`config.mk`:
```
export PLATFORM = sky130hd
export DESIGN_NAME = uart_tx_serializer
export DESIGN_NICKNAME = d
export VERILOG_FILES = /design/src/rtl/uart_pkg.sv /design/src/rtl/uart_tx_serializer.sv
export SDC_FILE = /design/constraint.sdc
export NUM_CORES = 1
export LEC_CHECK = 0
export CAP_MARGIN = 5
export CORE_ASPECT_RATIO = 0.8
export CORE_UTILIZATION = 28
export DETAILED_ROUTE_END_ITERATION = 7
export PLACE_DENSITY_LB_ADDON = 0.15
export SLEW_MARGIN = 20
export SYNTH_ARGS = -nofsm -noshare
export SYNTH_HDL_FRONTEND = slang
export SYNTH_SLANG_ARGS = --single-unit
```
`constraint.sdc`:
```
create_clock -name clk -period 4.61 [get_ports clk]
set_clock_uncertainty 0.15 [all_clocks]
set_input_delay 0.461 -clock clk [delete_from_list [all_inputs] [get_ports clk]]
set_output_delay 0.461 -clock clk [all_outputs]
set_load 0.1 [all_outputs]
```
`src/rtl/uart_pkg.sv`:
```
// Shared UART definitions: FSM state encoding, oversampling ratio and the
// parity helper used by the transmitter (and the companion receiver).
package uart_pkg;

    localparam int OVERSAMPLE = 16;

    typedef enum logic [2:0] {
        IDLE   = 3'd0,
        START  = 3'd1,
        DATA   = 3'd2,
        PARITY = 3'd3,
        STOP   = 3'd4
    } uart_state_e;

    // Parity of a zero-extended word; odd=1 inverts the even-parity result.
    function automatic logic parity_bit(input logic [15:0] data, input logic odd);
        parity_bit = (^data) ^ odd;
    endfunction

endpackage

```
`src/rtl/uart_tx_serializer.sv`:
```
// UART transmit serializer: start bit, DBIT data bits LSB-first, optional
// parity bit, SB_TICK-tick stop bit, paced by a 16x oversampling s_tick.
// Optional parity bit is built in when the macro UART_TX_PARITY_EN is defined.
module uart_tx_serializer
    import uart_pkg::*;
#(
    parameter int DBIT       = 8,
    parameter int SB_TICK    = 16,
    parameter int PARITY_ODD = 0
) (
    input  logic            clk,
    input  logic            reset_n,
    input  logic            tx_start,
    input  logic            s_tick,
    input  logic [DBIT-1:0] tx_din,
    output logic            tx_done_tick,
    output logic            tx_busy,
    output logic            tx
);

    localparam int TICK_MAX = (SB_TICK > OVERSAMPLE) ? SB_TICK : OVERSAMPLE;
    localparam int TICK_W   = $clog2(TICK_MAX);
    localparam int BIT_W    = $clog2(DBIT + 1);

    localparam logic [TICK_W-1:0] TICK_ZERO      = {TICK_W{1'b0}};
    localparam logic [TICK_W-1:0] TICK_ONE       = TICK_W'(1);
    localparam logic [TICK_W-1:0] TICK_BIT_LAST  = TICK_W'(OVERSAMPLE - 1);
    localparam logic [TICK_W-1:0] TICK_STOP_LAST = TICK_W'(SB_TICK - 1);
    localparam logic [BIT_W-1:0]  BIT_ZERO       = {BIT_W{1'b0}};
    localparam logic [BIT_W-1:0]  BIT_ONE        = BIT_W'(1);
    localparam logic [BIT_W-1:0]  BIT_LAST       = BIT_W'(DBIT - 1);

    // Reject unsupported configurations at elaboration time.
    if (DBIT < 5 || DBIT > 9) begin : g_bad_dbit
        $error("uart_tx_serializer: DBIT must be 5..9");
    end
    if (SB_TICK < OVERSAMPLE) begin : g_bad_sb_tick
        $error("uart_tx_serializer: SB_TICK must be at least 16");
    end
    if (PARITY_ODD != 0 && PARITY_ODD != 1) begin : g_bad_parity_odd
        $error("uart_tx_serializer: PARITY_ODD must be 0 or 1");
    end

    uart_state_e       state_r, state_n;
    logic [TICK_W-1:0] tick_r, tick_n;
    logic [BIT_W-1:0]  bit_r, bit_n;
    logic [DBIT-1:0]   shift_r, shift_n;
    logic              tx_r, tx_n;
    logic              busy_r;
    logic              done_s;
`ifdef UART_TX_PARITY_EN
    localparam logic ODD_BIT = (PARITY_ODD != 0) ? 1'b1 : 1'b0;
    logic par_r, par_n;
`endif

    // Next-state, counter and shift-register logic; done_s marks the last stop tick.
    always_comb begin
        state_n = state_r;
        tick_n  = tick_r;
        bit_n   = bit_r;
        shift_n = shift_r;
        done_s  = 1'b0;
`ifdef UART_TX_PARITY_EN
        par_n   = par_r;
`endif
        case (state_r)
            IDLE: begin
                if (tx_start) begin
                    state_n = START;
                    tick_n  = TICK_ZERO;
                    shift_n = tx_din;
`ifdef UART_TX_PARITY_EN
                    par_n   = parity_bit({{(16 - DBIT){1'b0}}, tx_din}, ODD_BIT);
`endif
                end else begin
                    state_n = IDLE;
                end
            end
            START: begin
                if (s_tick) begin
                    if (tick_r == TICK_BIT_LAST) begin
                        state_n = DATA;
                        tick_n  = TICK_ZERO;
                        bit_n   = BIT_ZERO;
                    end else begin
                        tick_n = tick_r + TICK_ONE;
                    end
                end else begin
                    tick_n = tick_r;
                end
            end
            DATA: begin
                if (s_tick) begin
                    if (tick_r == TICK_BIT_LAST) begin
                        tick_n  = TICK_ZERO;
                        shift_n = {1'b0, shift_r[DBIT-1:1]};
                        bit_n   = bit_r + BIT_ONE;
                        if (bit_r == BIT_LAST) begin
`ifdef UART_TX_PARITY_EN
                            state_n = PARITY;
`else
                            state_n = STOP;
`endif
                        end else begin
                            state_n = DATA;
                        end
                    end else begin
                        tick_n = tick_r + TICK_ONE;
                    end
                end else begin
                    tick_n = tick_r;
                end
            end
`ifdef UART_TX_PARITY_EN
            PARITY: begin
                if (s_tick) begin
                    if (tick_r == TICK_BIT_LAST) begin
                        state_n = STOP;
                        tick_n  = TICK_ZERO;
                    end else begin
                        tick_n = tick_r + TICK_ONE;
                    end
                end else begin
                    tick_n = tick_r;
                end
            end
`endif
            STOP: begin
                if (s_tick) begin
                    if (tick_r == TICK_STOP_LAST) begin
                        state_n = IDLE;
                        tick_n  = TICK_ZERO;
                        done_s  = 1'b1;
                    end else begin
                        tick_n = tick_r + TICK_ONE;
                    end
                end else begin
                    tick_n = tick_r;
                end
            end
            default: begin
                state_n = IDLE;
                tick_n  = TICK_ZERO;
                bit_n   = BIT_ZERO;
            end
        endcase
    end

    // Line level for the state being entered, so tx tracks state with no extra cycle.
    always_comb begin
        tx_n = 1'b1;
        case (state_n)
            IDLE:   tx_n = 1'b1;
            START:  tx_n = 1'b0;
            DATA:   tx_n = shift_n[0];
`ifdef UART_TX_PARITY_EN
            PARITY: tx_n = par_n;
`endif
            STOP:   tx_n = 1'b1;
            default: tx_n = 1'b1;
        endcase
    end

    // State, counters, shift register and registered line/busy outputs.
    always_ff @(posedge clk or negedge reset_n) begin
        if (!reset_n) begin
            state_r <= IDLE;
            tick_r  <= TICK_ZERO;
            bit_r   <= BIT_ZERO;
            shift_r <= {DBIT{1'b0}};
            tx_r    <= 1'b1;
            busy_r  <= 1'b0;
        end else begin
            state_r <= state_n;
            tick_r  <= tick_n;
            bit_r   <= bit_n;
            shift_r <= shift_n;
            tx_r    <= tx_n;
            busy_r  <= (state_n != IDLE);
        end
    end

`ifdef UART_TX_PARITY_EN
    // Parity of the accepted word, held for the whole frame.
    always_ff @(posedge clk or negedge reset_n) begin
        if (!reset_n) begin
            par_r <= 1'b0;
        end else begin
            par_r <= par_n;
        end
    end
`endif

    // The done strobe is decoded from registered state in the final stop-tick
    // cycle, so the FIFO pops on the same edge the FSM returns to IDLE and the
    // next word is already presented when IDLE samples tx_start.
    assign tx_done_tick = done_s;
    assign tx_busy      = busy_r;
    assign tx           = tx_r;

endmodule

```
# After elaboration in Yosys (flattened, before gate mapping)
# Index checks and enable logic that the tools add are counted.
[totals] register_bits=21 inputBits=12 output_inout_bits=3 word_cells=57
[op_classes] add_sub_neg=2 eq_ne=13 mux=26 bitwise_logic=1 reduce_logical=8
[op_table] operator="4-bit two-way mux" count=7
[op_table] operator="8-bit two-way mux" count=3
[op_table] operator="3-bit two-way mux" count=7
[op_table] operator="8-bit case mux with 2 select lines" count=1
[op_table] operator="3-bit case mux with 4 select lines" count=1
[op_table] operator="4-bit case mux with 3 select lines" count=1
[op_table] operator="2-bit != test (second input constant)" count=5
[op_table] operator="4-bit by 1-bit adder with 4-bit output (second input constant)" count=2
[op_table] operator="4-bit case mux with 2 select lines" count=1
[op_table] operator="3-bit by 1-bit == test with 1-bit output (second input constant)" count=2
[op_table] operator="3-bit by 2-bit == test with 1-bit output (second input constant)" count=2
[op_table] operator="5-bit AND reduction" count=1
[op_table] operator="4-bit by 3-bit == test with 1-bit output (second input constant)" count=1
[op_table] operator="4-bit == test (second input constant)" count=1
[op_table] operator="1-bit two-way mux" count=4
[op_table] operator="4-bit AND reduction" count=1
[op_table] operator="3-bit == test (second input constant)" count=1
[op_table] operator="3-bit logical NOT" count=1
[op_table] operator="3-bit nonzero test" count=1
[op_table] operator="3-bit OR reduction" count=1
[op_table] operator="2-bit by 1-bit != test with 1-bit output (second input constant)" count=1
[op_table] operator="1-bit case mux with 2 select lines" count=1
[op_table] operator="2-bit AND reduction" count=1
[op_table] operator="2-bit nonzero test" count=1
[op_table] operator="other kinds (2)" count=2

# Longest topological paths before layout
# Gate-level depths: netlist of run 1.
[depth] word_depth=7 depth_mapped=6 mapped_depth_nobuf=5

# Worst setup path after synthesis of run 1
# OpenSTA, ideal clock, no wires.
[synth_path] path_kind="register to output" startpoint="register state_r[0]" endpoint="output tx_done_tick" arrival_ps=2180 path_slack_ps=1819 path_stages_with_launch=4 path_buffers=1 cell_sequence="dfrtp_1 buf_4 or3b_4 nor2_1"
[synth_via] elab_chain_len=2
[synth_rtl] element="start, declared" line_no="uart_tx_serializer.sv:44" rtl="uart_state_e state_r, state_n;"
[synth_rtl] element="start signal, assigned" line_no="uart_tx_serializer.sv:174" rtl="state_r <= state_n;"
[synth_rtl] element="3-bit == test" line_no="uart_tx_serializer.sv:66" rtl="case (state_r)"
[synth_rtl] element="1-bit two-way mux" line_no="uart_tx_serializer.sv:66"
[synth_rtl] element="end, declared" line_no="uart_tx_serializer.sv:16" rtl="output logic tx_done_tick,"
# Every way passes these cells.

# Worst setup path in the final report of run 1
[layout_path] startpoint="register state_r[1]" endpoint="output tx_done_tick"
# The elaborated chain is that of the path after synthesis.

==> results of run 1 <==
-- cell usage in the layout, fill, tap and decap left out, drive strengths merged --
cell	synthesis	routed
dfrtp	20	20
clkdlybuf4s50	0	13
nor2	10	10
o21ai	7	7
and2	6	6
a221o	6	6
a21oi	4	4
nand2	4	4
a22o	4	4
nand4	3	3
clkbuf	1	3
a31oi	2	2
nand3	2	2
or3	2	2
mux2i	2	2
nor4b	2	2
a211o	2	2
inv	2	2
a21o	2	2
ha	2	2
and4	1	1
nand3b	1	1
or2	1	1
or3b	1	1
o32ai	1	1
or4b	1	1
nor3	1	1
nand2b	1	1
a2111oi	1	1
a41oi	1	1
xnor2	1	1
o21a	1	1
o21bai	1	1
and2b	1	1
nor4	1	1
a41o	1	1
mux2	1	1
clkinv	0	1
buf	4	1
dfstp	1	1
-- power by group through the flow --
stage	Combinational, mW	Sequential [mW]	Clock, mW
final	0.256	0.308	0.124
after global routing	0.281	0.318	0.138
after CTS	0.260	0.307	0.128
after detailed placement	0.260	0.310	0
after global placement	0.255	0.310	0
after floorplan	0.178	0.333	0
-- worst paths after layout --
path | end | cells past startpoint | startpoint
setup / recovery | tx_done_tick | 3 | state_r[1]
hold / removal | state_r[0] | 1 | reset_n
setup reg to reg | shift_r[2] | 5 | tick_r[0]
hold reg to reg | shift_r[5] | 1 | shift_r[6]
max in group asynchronous | tx | 1 | reset_n
min in group clk | shift_r[5] | 1 | shift_r[6]
-- synthesized netlist by cell type (all sizes together) --
cell type,count,area [µm²]
dfrtp,20,500.5
nor2,10,42.54
o21ai,7,38.79
a221o,6,60.06
and2,6,37.54
a21oi,4,20.02
a22o,4,36.29
buf,4,33.78
nand2,4,22.52
nand4,3,18.77
a211o,2,17.52
a21o,2,15.01
a31oi,2,12.51
ha,2,25.02
inv,2,7.510
mux2i,2,20.02
nand3,2,10.01
nor4b,2,17.52
or3,2,12.51
a2111oi,1,15.01
a41o,1,11.26
a41oi,1,8.760
and2b,1,8.760
and4,1,8.760
clkbuf,1,5.000
dfstp,1,26.28
mux2,1,11.26
nand2b,1,6.260
nand3b,1,7.510
nor3,1,5.000
nor4,1,6.260
o21a,1,7.510
o21bai,1,7.510
o32ai,1,8.760
or2,1,6.260
or3b,1,11.26
or4b,1,10.01
xnor2,1,8.760
-- state kept, by name, indices dropped and copies added, names as in the netlist --
name / cells
shift_r: 8
tx_busy: 1
bit_r: 4
state_r: 3
tick_r: 4
tx: 1
-- final cells by class --
class / instances / share of cell area
well taps: 55 / 0.05135
flip-flops and latches: 21 / 0.3931
inverters: 2 / 0.005602
repair buffers: 14 / 0.1008
multi-input cells: 77 / 0.4146
clock buffers: 3 / 0.03081
clock inverters: 1 / 0.003735
-- cell families (layout without fill, tap and decap cells) --
group | count (synthesis) | in the layout | synth area share
compound gates | 33 | 33 | 0.2295
xor+xnor | 1 | 1 | 0.007762
fa+ha+maj | 2 | 2 | 0.02217
buf+inv | 7 | 20 | 0.04102
flops | 21 | 21 | 0.4667
mux | 3 | 3 | 0.02772
simple gates | 38 | 38 | 0.2051
-- layer usage --
| metal | global-route usage | part of all wire |
|---|---|---|
| met1 | 0.1661 | 0.49 |
| met2 | 0.1653 | 0.45 |
| met3 | 0.04110 | 0.049 |
| met4 | 0.02521 | 0.0045 |
| met5 | 0 | 0 |
-- worst register-to-register path: cells and delay by family (launching register included) --
| kind | cells | cell delay [ns] |
|---|---|---|
| AOI/OAI and AO/OA | 2 | 0.57 |
| DFF | 1 | 0.41 |
| and+or+nand+nor | 2 | 0.51 |
| adders and majority gates | 1 | 0.30 |
-- through the flow --
| stage | total power [mW] | area (µm²) |
|---|---|---|
| 6_report | 0.6879 | 1340 |
| 5_1_grt | 0.7366 | 1340 |
| 4_1_cts | 0.6953 | 1345 |
| 3_5_place_dp | 0.5695 | 1299 |
| 3_3_place_gp | 0.5653 | 1299 |
| 2_1_floorplan | 0.5112 | 1129 |
==> run metrics, run 1 <==
status finished with violations; failing checks hold timing; full die area 4290 µm²; Synth Area per Inst 10.75 µm²; CP Cell Sequence or3b_4 > nor2_1 > clkdlybuf4s50_1; Max Slew Vio Count 0; Post-CTS Hold Fix Bufs 0; cell total after placement 169; Post-Synthesis Net Count 119; sequential element share of the synthesized area 0.4667; post-detail-place hpwl 1.610 mm; grt total ovfl 0; Gate Count Post-Synth 105; Setup Buffers After CTS 0; clk sink count 21; post-route setup TNS 0 ns; CP Max Fanout 17; VDD IR max 0.1906 mV; critical path type reg2out; clock share of power 0.180; final setup margin 1.413 ns; post-cts sizing count 0; Max Buffers Root-to-Sink 2; CP Capture Type output port; antenna violations before repair 0; H-tree depth 1; Flop pwr share 0.448; max-cap violation count 0; Setup-failing EPs final 0; Storage cell area 526.8 µm²; unrepaired setup endpoints after global routing false; Yosys cell types 43; Final ANT Viol Nets 0; final wirelength 2.234 mm; Comb power frac 0.372; synthesis-to-finish area growth 18.74%; drt first pass iters 4; Largest stage delay, worst path 1.14 ns; Lkg Pwr 0.5577 nW; worst endpoint required time 4.00 ns; DRC Markers 0; Horiz. Die Dim 72.98 µm; Hold Vio Cnt, Final 9; Multi-input gate area 555.5 µm²; Crit path arrival time 2.59 ns; antenna diode count 0; vias in the first global route 744; flops & latches, synth 21; FP Rows 20; Syn. warnings 0; routability cong. 0.7401; Hold Slack -0.005750 ns; Max-slew headroom 0.3550; chip height 58.79 µm; Startpoint Class flip-flop; All-Layer GR Usage 0.1155; CTS tree yes; Initial Utilization 0.2948; Slew @ Worst Pin 0.9645 ns; CTS Buf Count 3; vias per std cell 5.069; post-route clock period utilization 0.6935; switching fraction of total power 0.3849; flop2flop setup slack 2.57 ns; total core area 3829 µm²; Psw 0.2647 mW; Peak Freq 0.3128 GHz; top cell family by delay on the critical path buffers and inverters; root buf cell clkbuf_8; Final Non-Filler Cells 173; fraction of layout cells with a size suffix above 1 0.1356; DRT iter0 DRCs 52; DR WL/cell 12.91 µm; Setup WS pre-CTS 1.453 ns; Post-Syn Area 1129 µm²; # IOs 15; IO buf count 14; post-route minimum period 3.197 ns; worst skew pair latency 0.26 ns; Core Util, Final 0.3500; pwr/cell area 513.3 nW/µm²; CP Buf/Inv Count 1; slowest CP cell clkdlybuf4s50_1; Pint 0.4231 mW; CTS clk-pin slew, worst paths 0.08 ns; largest net degree at the start of global routing 22; FILL cells 399; vias 877; Min-Delay Path Class in2async; Final Net Count 133; first-pass GRT wire length 3.732 mm
(Power assumes the default switching activity.)
==> run 2, diff against run 1 <==
clock period = 2.9 ns   (was 4.61 ns; I/O delays follow)
==> run 2 against run 1 <==
  * The flow now finishes without violations
  * Clock power up 52%
  * Power up 58%
  * Sequential share of layout area down 0.11 points
  * Worst hold slack better by 0.23 ns
  * Critical path type unchanged
==> run metrics, run 2 (synthesis results as in run 1) <==
status complete, no violations; All-Layer GR Usage 0.1165; vias 877; cell total after placement 170; grt total ovfl 0; CTS clk-pin slew, worst paths 0.07 ns; CTS tree yes; chip height 58.79 µm; Flop pwr share 0.452; H-tree depth 1; IO buf count 14; Peak Freq 0.4535 GHz; post-cts sizing count 0; Final ANT Viol Nets 0; Pwr Total 1.090 mW; Lkg Pwr 0.5636 nW; max-cap violation count 0; FP Rows 20; post-route clock period utilization 0.7603; largest registers shift_r x8, bit_r x4, tick_r x4; Min-Delay Path Class in2async; CP Capture Type output port; most common cell after layout, fill and taps aside dfrtp_1; antenna violations before repair 0; drt first pass iters 4; first-pass GRT wire length 3.781 mm; Slew @ Worst Pin 0.6127 ns; worst endpoint required time 2.46 ns; Comb power frac 0.375; DR WL/cell 13.22 µm; Post-CTS Hold Fix Bufs 0; clock share of power 0.173; post-route setup TNS 0 ns; vias per std cell 5.040; Crit path arrival time 1.76 ns; fraction of layout cells with a size suffix above 1 0.1513; post-route minimum period 2.205 ns; max FFs per register 8; root buf cell clkbuf_8; Top reg by flops shift_r; total core area 3829 µm²; Psw 0.4174 mW; vias in the first global route 814; Horiz. Die Dim 72.98 µm; final wirelength 2.301 mm; switching fraction of total power 0.3828; VDD IR max 0.2984 mV; DRT iter0 DRCs 69; # IOs 15; critical path type reg2out; antenna diode count 0; post-detail-place hpwl 1.629 mm; worst skew pair latency 0.25 ns; Setup-failing EPs final 0; CP Max Fanout 17; Max Slew Vio Count 0; unrepaired setup endpoints after global routing false; Hold Slack 0.2239 ns; Hold Vio Cnt, Final 0; synthesis-to-finish area growth 19.07%; most frequent cells in the layout dfrtp_1 (20), clkdlybuf4s50_1 (11), nor2_1 (8); DRC Markers 0; Initial Utilization 0.2948; pwr/cell area 811.3 nW/µm²; Max Buffers Root-to-Sink 2; full die area 4290 µm²; Max-slew headroom 0.5915; CTS Buf Count 3; largest net degree at the start of global routing 22; Final Net Count 134; clk sink count 21; Setup Buffers After CTS 0; routability cong. 0.7061; Startpoint Class flip-flop; Final Non-Filler Cells 174; Pint 0.6728 mW
[run 2: power by group through the flow]
stage                     clock (mW)  combinational, mW  sequential (mW)
after detailed placement           0              0.410            0.493
after global routing           0.208              0.447            0.506
after floorplan                    0              0.283            0.530
after global placement             0              0.400            0.492
after CTS                      0.198              0.408            0.490
final                          0.188              0.409            0.493
[run 2: per-layer routing]
layer  vias to the layer above  GRT usage  share of wire
met3                         2    0.04110          0.037
met5                         -          0              0
met4                         0    0.03361         0.0070
met2                        18     0.1825           0.45
met1                       428     0.1519           0.50
li1                        429          -              -
[run 2: area by class of cell]
cell class	instances	area, µm²
Sequential cell	21	526.8
Multi-Input combinational cell	77	555.5
Fill cell	395	2485
Clock buffer	4	45.04
Inverter	2	7.507
Timing Repair Buffer	15	140.1
Tap cell	55	68.82
[run 2: worst max-delay path: stages (launching register included)]
cell	delay (ns)
dfrtp_1	0.61
or3b_4	0.49
nor2_1	0.11
buf_4	0.30
[run 2: metrics by stage]
step	setup slack (ns)	cell area, µm²	util
CTS	0.6820	1344	0.3510
floorplan	0.2797	1129	-
global placement	0.7710	1299	0.3392
finish	0.6951	1344	0.3510
detailed placement	0.7280	1299	0.3392
global route	0.5713	1344	0.3510
[run 2: path summary, 6_finish.rpt]
kind	startpoint	endpoint	slack (ns)	cells after the start
max	state_r[1]	tx_done_tick	0.70	3
min	reset_n	tx_busy	0.22	2
max reg2reg	tick_r[0]	shift_r[2]	0.84	5
min reg2reg	bit_r[2]	bit_r[2]	0.37	1
max in group asynchronous	reset_n	tx	2.10	2
min in group clk	bit_r[2]	bit_r[2]	0.37	1
